[config.mk]
export PLATFORM = sky130hd
export DESIGN_NAME = guitar_input_conditioner
export DESIGN_NICKNAME = d
export VERILOG_FILES = /design/src/rtl/guitar_input_conditioner.sv
export SDC_FILE = /design/constraint.sdc
export NUM_CORES = 1
export LEC_CHECK = 0
export CORE_MARGIN = 2
export CORE_UTILIZATION = 50
export CTS_BUF_LIST = sky130_fd_sc_hd__clkbuf_4
export CTS_CLUSTER_SIZE = 10
export DETAILED_ROUTE_END_ITERATION = 12
export MAX_ROUTING_LAYER = met4
export PLACE_DENSITY = 0.75
export SETUP_SLACK_MARGIN = 0.05
export SYNTH_ARGS = -nofsm -noshare
export SYNTH_HDL_FRONTEND = slang
export SYNTH_SLANG_ARGS = --single-unit
export TNS_END_PERCENT = 50
[constraint.sdc]
create_clock -name clock -period 3.1 [get_ports clock]
set_input_delay 0.465 -clock clock [delete_from_list [all_inputs] [get_ports clock]]
set_output_delay 0.465 -clock clock [all_outputs]
set_load 0.02 [all_outputs]
[src/rtl/guitar_input_conditioner.sv]
// ============================================================================
//  Module      : guitar_input_conditioner
//  Description : Synchronizes and debounces two players' fret buttons and
//                strum levers, latches sticky hit bits on strum edges, keeps
//                per-player strum counters and packs everything into a
//                32-bit status word.
//  Revision    : 1.0 - initial release
// ============================================================================
`default_nettype none

module guitar_input_conditioner #(
  parameter logic [15:0] DEBOUNCE_CYCLES = 16'd50000
) (
  input  logic        clock,
  input  logic        resetn,
  input  logic        p1b1,
  input  logic        p1b2,
  input  logic        p1b3,
  input  logic        p2b1,
  input  logic        p2b2,
  input  logic        p2b3,
  input  logic        p1ls,
  input  logic        p2ls,
  input  logic        clear_events,
  input  logic [5:0]  clear_mask,
  output logic [31:0] external_inputs,
  output logic        event_valid
);

  // Last counter value before a differing input is accepted.
  localparam logic [15:0] C_CNT_LAST = DEBOUNCE_CYCLES - 16'd1;
  // Idle level per channel: buttons are active-low (idle 1), levers idle 0.
  localparam logic [7:0]  C_IDLE     = 8'h3F;

  // Channel order: [5:0] buttons p1b1..p2b3, [6] p1 lever, [7] p2 lever.
  logic [7:0] raw;
  logic [7:0] stable;

  assign raw = {p2ls, p1ls, p2b3, p2b2, p2b1, p1b3, p1b2, p1b1};

  generate
    for (genvar gi = 0; gi < 8; gi++) begin : g_chan
      logic        sync1_q;
      logic        sync2_q;
      logic        stable_q;
      logic        stable_d;
      logic [15:0] cnt_q;
      logic [15:0] cnt_d;

      // Count cycles of disagreement; accept the new level once it has held long enough.
      always_comb begin
        stable_d = stable_q;
        cnt_d    = 16'd0;
        if (sync2_q != stable_q) begin
          if (cnt_q == C_CNT_LAST) begin
            stable_d = sync2_q;
            cnt_d    = 16'd0;
          end else begin
            cnt_d = cnt_q + 16'd1;
          end
        end
      end

      // Two-flop synchronizer followed by the debounce state.
      always_ff @(posedge clock or negedge resetn) begin
        if (!resetn) begin
          sync1_q  <= C_IDLE[gi];
          sync2_q  <= C_IDLE[gi];
          stable_q <= C_IDLE[gi];
          cnt_q    <= 16'd0;
        end else begin
          sync1_q  <= raw[gi];
          sync2_q  <= sync1_q;
          stable_q <= stable_d;
          cnt_q    <= cnt_d;
        end
      end

      assign stable[gi] = stable_q;
    end
  endgenerate

  logic [5:0] pressed;
  logic       p1_strum;
  logic       p2_strum;
  logic       p1ls_dly_q;
  logic       p2ls_dly_q;
  logic [5:0] sticky_q;
  logic [5:0] sticky_d;
  logic [5:0] set_bits;
  logic [5:0] clr_bits;
  logic [3:0] p1_cnt_q;
  logic [3:0] p1_cnt_d;
  logic [3:0] p2_cnt_q;
  logic [3:0] p2_cnt_d;

  assign pressed  = ~stable[5:0];
  assign p1_strum = stable[6] & ~p1ls_dly_q;
  assign p2_strum = stable[7] & ~p2ls_dly_q;

  // Sticky hit update: clears applied first so a simultaneous set wins.
  always_comb begin
    set_bits = {(p2_strum ? pressed[5:3] : 3'b000),
                (p1_strum ? pressed[2:0] : 3'b000)};
    clr_bits = clear_events ? clear_mask : 6'b000000;
    sticky_d = (sticky_q & ~clr_bits) | set_bits;
    p1_cnt_d = p1_strum ? p1_cnt_q + 4'd1 : p1_cnt_q;
    p2_cnt_d = p2_strum ? p2_cnt_q + 4'd1 : p2_cnt_q;
  end

  // Strum edge history, sticky hits and wrapping strum counters.
  always_ff @(posedge clock or negedge resetn) begin
    if (!resetn) begin
      p1ls_dly_q <= 1'b0;
      p2ls_dly_q <= 1'b0;
      sticky_q   <= 6'd0;
      p1_cnt_q   <= 4'd0;
      p2_cnt_q   <= 4'd0;
    end else begin
      p1ls_dly_q <= stable[6];
      p2ls_dly_q <= stable[7];
      sticky_q   <= sticky_d;
      p1_cnt_q   <= p1_cnt_d;
      p2_cnt_q   <= p2_cnt_d;
    end
  end

  assign external_inputs = {12'd0,
                            p2_cnt_q,
                            p1_cnt_q,
                            sticky_q,
                            pressed[5:3] & {3{stable[7]}},
                            pressed[2:0] & {3{stable[6]}}};
  assign event_valid     = |sticky_q;

endmodule

`default_nettype wire
==> summary.txt <==
status -> finished, final reports clean
Layout Nets -> 835
hold crit path type -> primary input to register
CTS resizes -> 0
Pins Over Slew Limit -> 0
DRC -> 0
synthesized flop and latch total -> 168
global route overflow -> 0
largest net degree at the start of global routing -> 68
Worst Setup End Kind -> output pin
skew final -> 0.01159 ns
critical-path cell list -> nor2b_1, clkdlybuf4s50_1
crit path DAT -> 1.93 ns
Iter 0 DRT Violations -> 299
CTS tree -> built
cells after synthesis -> 756
WHS Path Cells -> 1
reg2reg start -> g_chan[1].cnt_q[12]$_DFF_PN0_
Hold WS -> 0.2843 ns
R2R setup slack -> 1.10 ns
I/O Buffers -> 37
net load switching power -> 864.7 uW
cell with the most instances after synthesis -> dfrtp_1
router iterations before antenna repair -> 5
RSZ-0062 raised after global routing -> false
P_leak -> 0.003546 uW
final period utilization -> 77.30%
Syn Area/Cell -> 10.35 um2
Ys Warns -> 0
Reg2Reg Depth -> 4
setup TNS -> 0 ns
Final GP Congestion -> 0.8830
# rows -> 45
area of the core -> 15260 um2
worst slew pin tran -> 0.8426 ns
CP Class -> register to output pin
reg2reg end -> g_chan[1].cnt_q[12]$_DFF_PN0_
crit start category -> register
initial antenna violation count -> 1
H-tree depth -> 4
total track usage -> 18.98%
Area Growth Syn to Fin -> 12.26%
Final Critical Period -> 2.396 ns
Fill cells -> 1299
top-area cell type share of the netlist area -> 47.97%
# Max-Cap Violations -> 0
full die area -> 16670 um2
CTS Buf Count -> 17
clock network power share -> 38.7%
Die Width -> 129.1 um
DR vias/cell -> 5.171
Max-slew headroom -> 43.63%
sequential area share after synthesis -> 54.01%
Initial Util -> 51.28%
synth top area cells -> dfrtp_1, xnor2_1, nor2_1, dfstp_2, nand4_1
Vias -> 5342
Main synth FF type -> dfrtp_1
sw frac -> 21.86%
maximum VDD drop -> 0.2670 mV
CTS sink count -> 168
Async SR Flop Fraction -> 100.0%
vias in the first global route -> 5149
CP required -> 2.63 ns
count of different cell masters after synthesis -> 44
post-route ant nets -> 0
internal power -> 3091 uW
slowest CP cell -> clkdlybuf4s50_1
setup violators final -> 0
top post-synthesis cells by count -> dfrtp_1, nor2_1, xnor2_1
layout cells sized above 1 -> 8.526%
Die Ht -> 129.1 um
EDFF count, synth -> 0
sequential share of power -> 57.3%
Combinational Power Share -> 4.0%
CP peak stage delay -> 0.65 ns
wire per inst -> 13.38 um
Power Dens Cells -> 450.3 nW/um2
post-layout util -> 57.57%
clk buf depth -> 2
Achievable Freq -> 417.3 MHz
critical path peak fanout -> 8
Worst-path clk slew -> 0.13 ns
Hold Fails Final Rpt -> 0
Hold EP -> g_chan[5].sync1_q$_DFF_PN1_
DP Wirelength -> 9779 um
Cell Area, Synth -> 7825 um2
WL final -> 13820 um
I/O pin count -> 50
total power -> 3956 uW
post-synth top area cell -> dfrtp_1
first-pass GRT wire length -> 24420 um
Worst-Skew Late Latency -> 0.56 ns
CTS root buffer -> clkbuf_4
min-delay src -> p2b3
==> what timing repair did <==
item,in CTS,in global routing
setup buffers,0,0
endpoints found under the setup margin,0,0
hold buffers,1,0
endpoints found under the hold margin,49,0
==> through the flow <==
step           setup slack [ns]  instances  instance area [um2]
6_report                 0.7036       1033                 8785
5_1_grt                  0.5510       1033                 8785
3_3_place_gp              1.148        999                 8408
2_1_floorplan             1.393        767                 7866
3_5_place_dp              1.097        999                 8408
4_1_cts                  0.6560       1032                 8782
==> how the worst max path moves through the flow <==
stage,startpoint,endpoint
finish,g_chan[7].stable_q$_DFFE_PN0P_,external_inputs[4]
floorplan,g_chan[4].cnt_q[11]$_DFF_PN0_,g_chan[4].cnt_q[10]$_DFF_PN0_
global route,g_chan[7].stable_q$_DFFE_PN0P_,external_inputs[4]
global placement,g_chan[1].cnt_q[12]$_DFF_PN0_,g_chan[1].cnt_q[9]$_DFF_PN0_
detailed placement,g_chan[1].cnt_q[12]$_DFF_PN0_,g_chan[1].cnt_q[5]$_DFF_PN0_
CTS,g_chan[7].stable_q$_DFFE_PN0P_,external_inputs[4]
==> routing by layer <==
metal | track usage (%) | vias to the layer above | routed length [um]
met5 | - | - | 0
met4 | 6.138 | 0 | 165
met3 | 4.542 | 15 | 441
met2 | 28.98 | 72 | 6509
met1 | 25.23 | 2562 | 6705
li1 | - | 2693 | -
==> kinds of logic (layout without fill, tap and decap cells) <==
family	after synthesis	after routing	synth area share, %
adder cells (fa/ha/maj)	10	10	1.599
XOR/XNOR	121	121	13.54
other	1	13	0.04792
buffers and inverters	43	97	2.846
multiplexers	9	9	1.327
AND/OR/NAND/NOR	389	389	25.15
AO/OA/AOI/OAI	15	15	1.471
flip-flops	168	168	54.01
==> sequential cells by signal, summed over array words and instances (netlist names) <==
signal / count
p2_cnt_q: 4
p1ls_dly_q: 1
g_chan.stable_q: 8
p1_cnt_q: 4
g_chan.sync1_q: 8
sticky_q: 6
g_chan.cnt_q: 128
g_chan.sync2_q: 8
p2ls_dly_q: 1
==> cell type report <==
type                    count  area, um2  area share [%]
inverters                  23      86.33          0.9828
diodes                      1      2.502         0.02849
clock buffers              18      135.1           1.538
repair buffers             42      424.2           4.828
clock inverters            14      229.0           2.606
well taps                 211      264.0           3.005
multi-input cells         556       3417           38.90
flip-flops and latches    168       4227           48.11
==> placed cells by master, fill, tap and decap left out, types with 8 or more instances in the layout <==
cell type        netlist  final
and3_1                14     14
clkbuf_4               0     18
clkdlybuf4s50_1        0     36
conb_1                 1     12
dfrtp_1              150    150
dfstp_2               18     18
ha_1                  10     10
inv_1                 23     23
nand2_1               52     52
nand3_1               44     44
nand4_1               37     37
nor2_1               139    139
nor2b_1                8      8
nor3_1                23     23
nor4_1                34     34
nor4bb_1              10     10
xnor2_1               96     96
xor2_1                25     25
==> critical path, delay by kind of cell, from the launching register on <==
kind | cells | cell delay (ns)
buffers and inverters | 1 | 0.65
and+or+nand+nor | 1 | 0.25
DFF | 1 | 0.47
==> power groups by stage <==
stage | registers (uW) | logic (uW) | clock network [uW]
5_1_grt | 2270 | 185 | 1660
3_5_place_dp | 2310 | 163 | 0
4_1_cts | 2270 | 166 | 1580
2_1_floorplan | 2300 | 91.4 | 0
3_3_place_gp | 2300 | 162 | 0
6_report | 2270 | 160 | 1530
(Power assumes the default switching activity.)
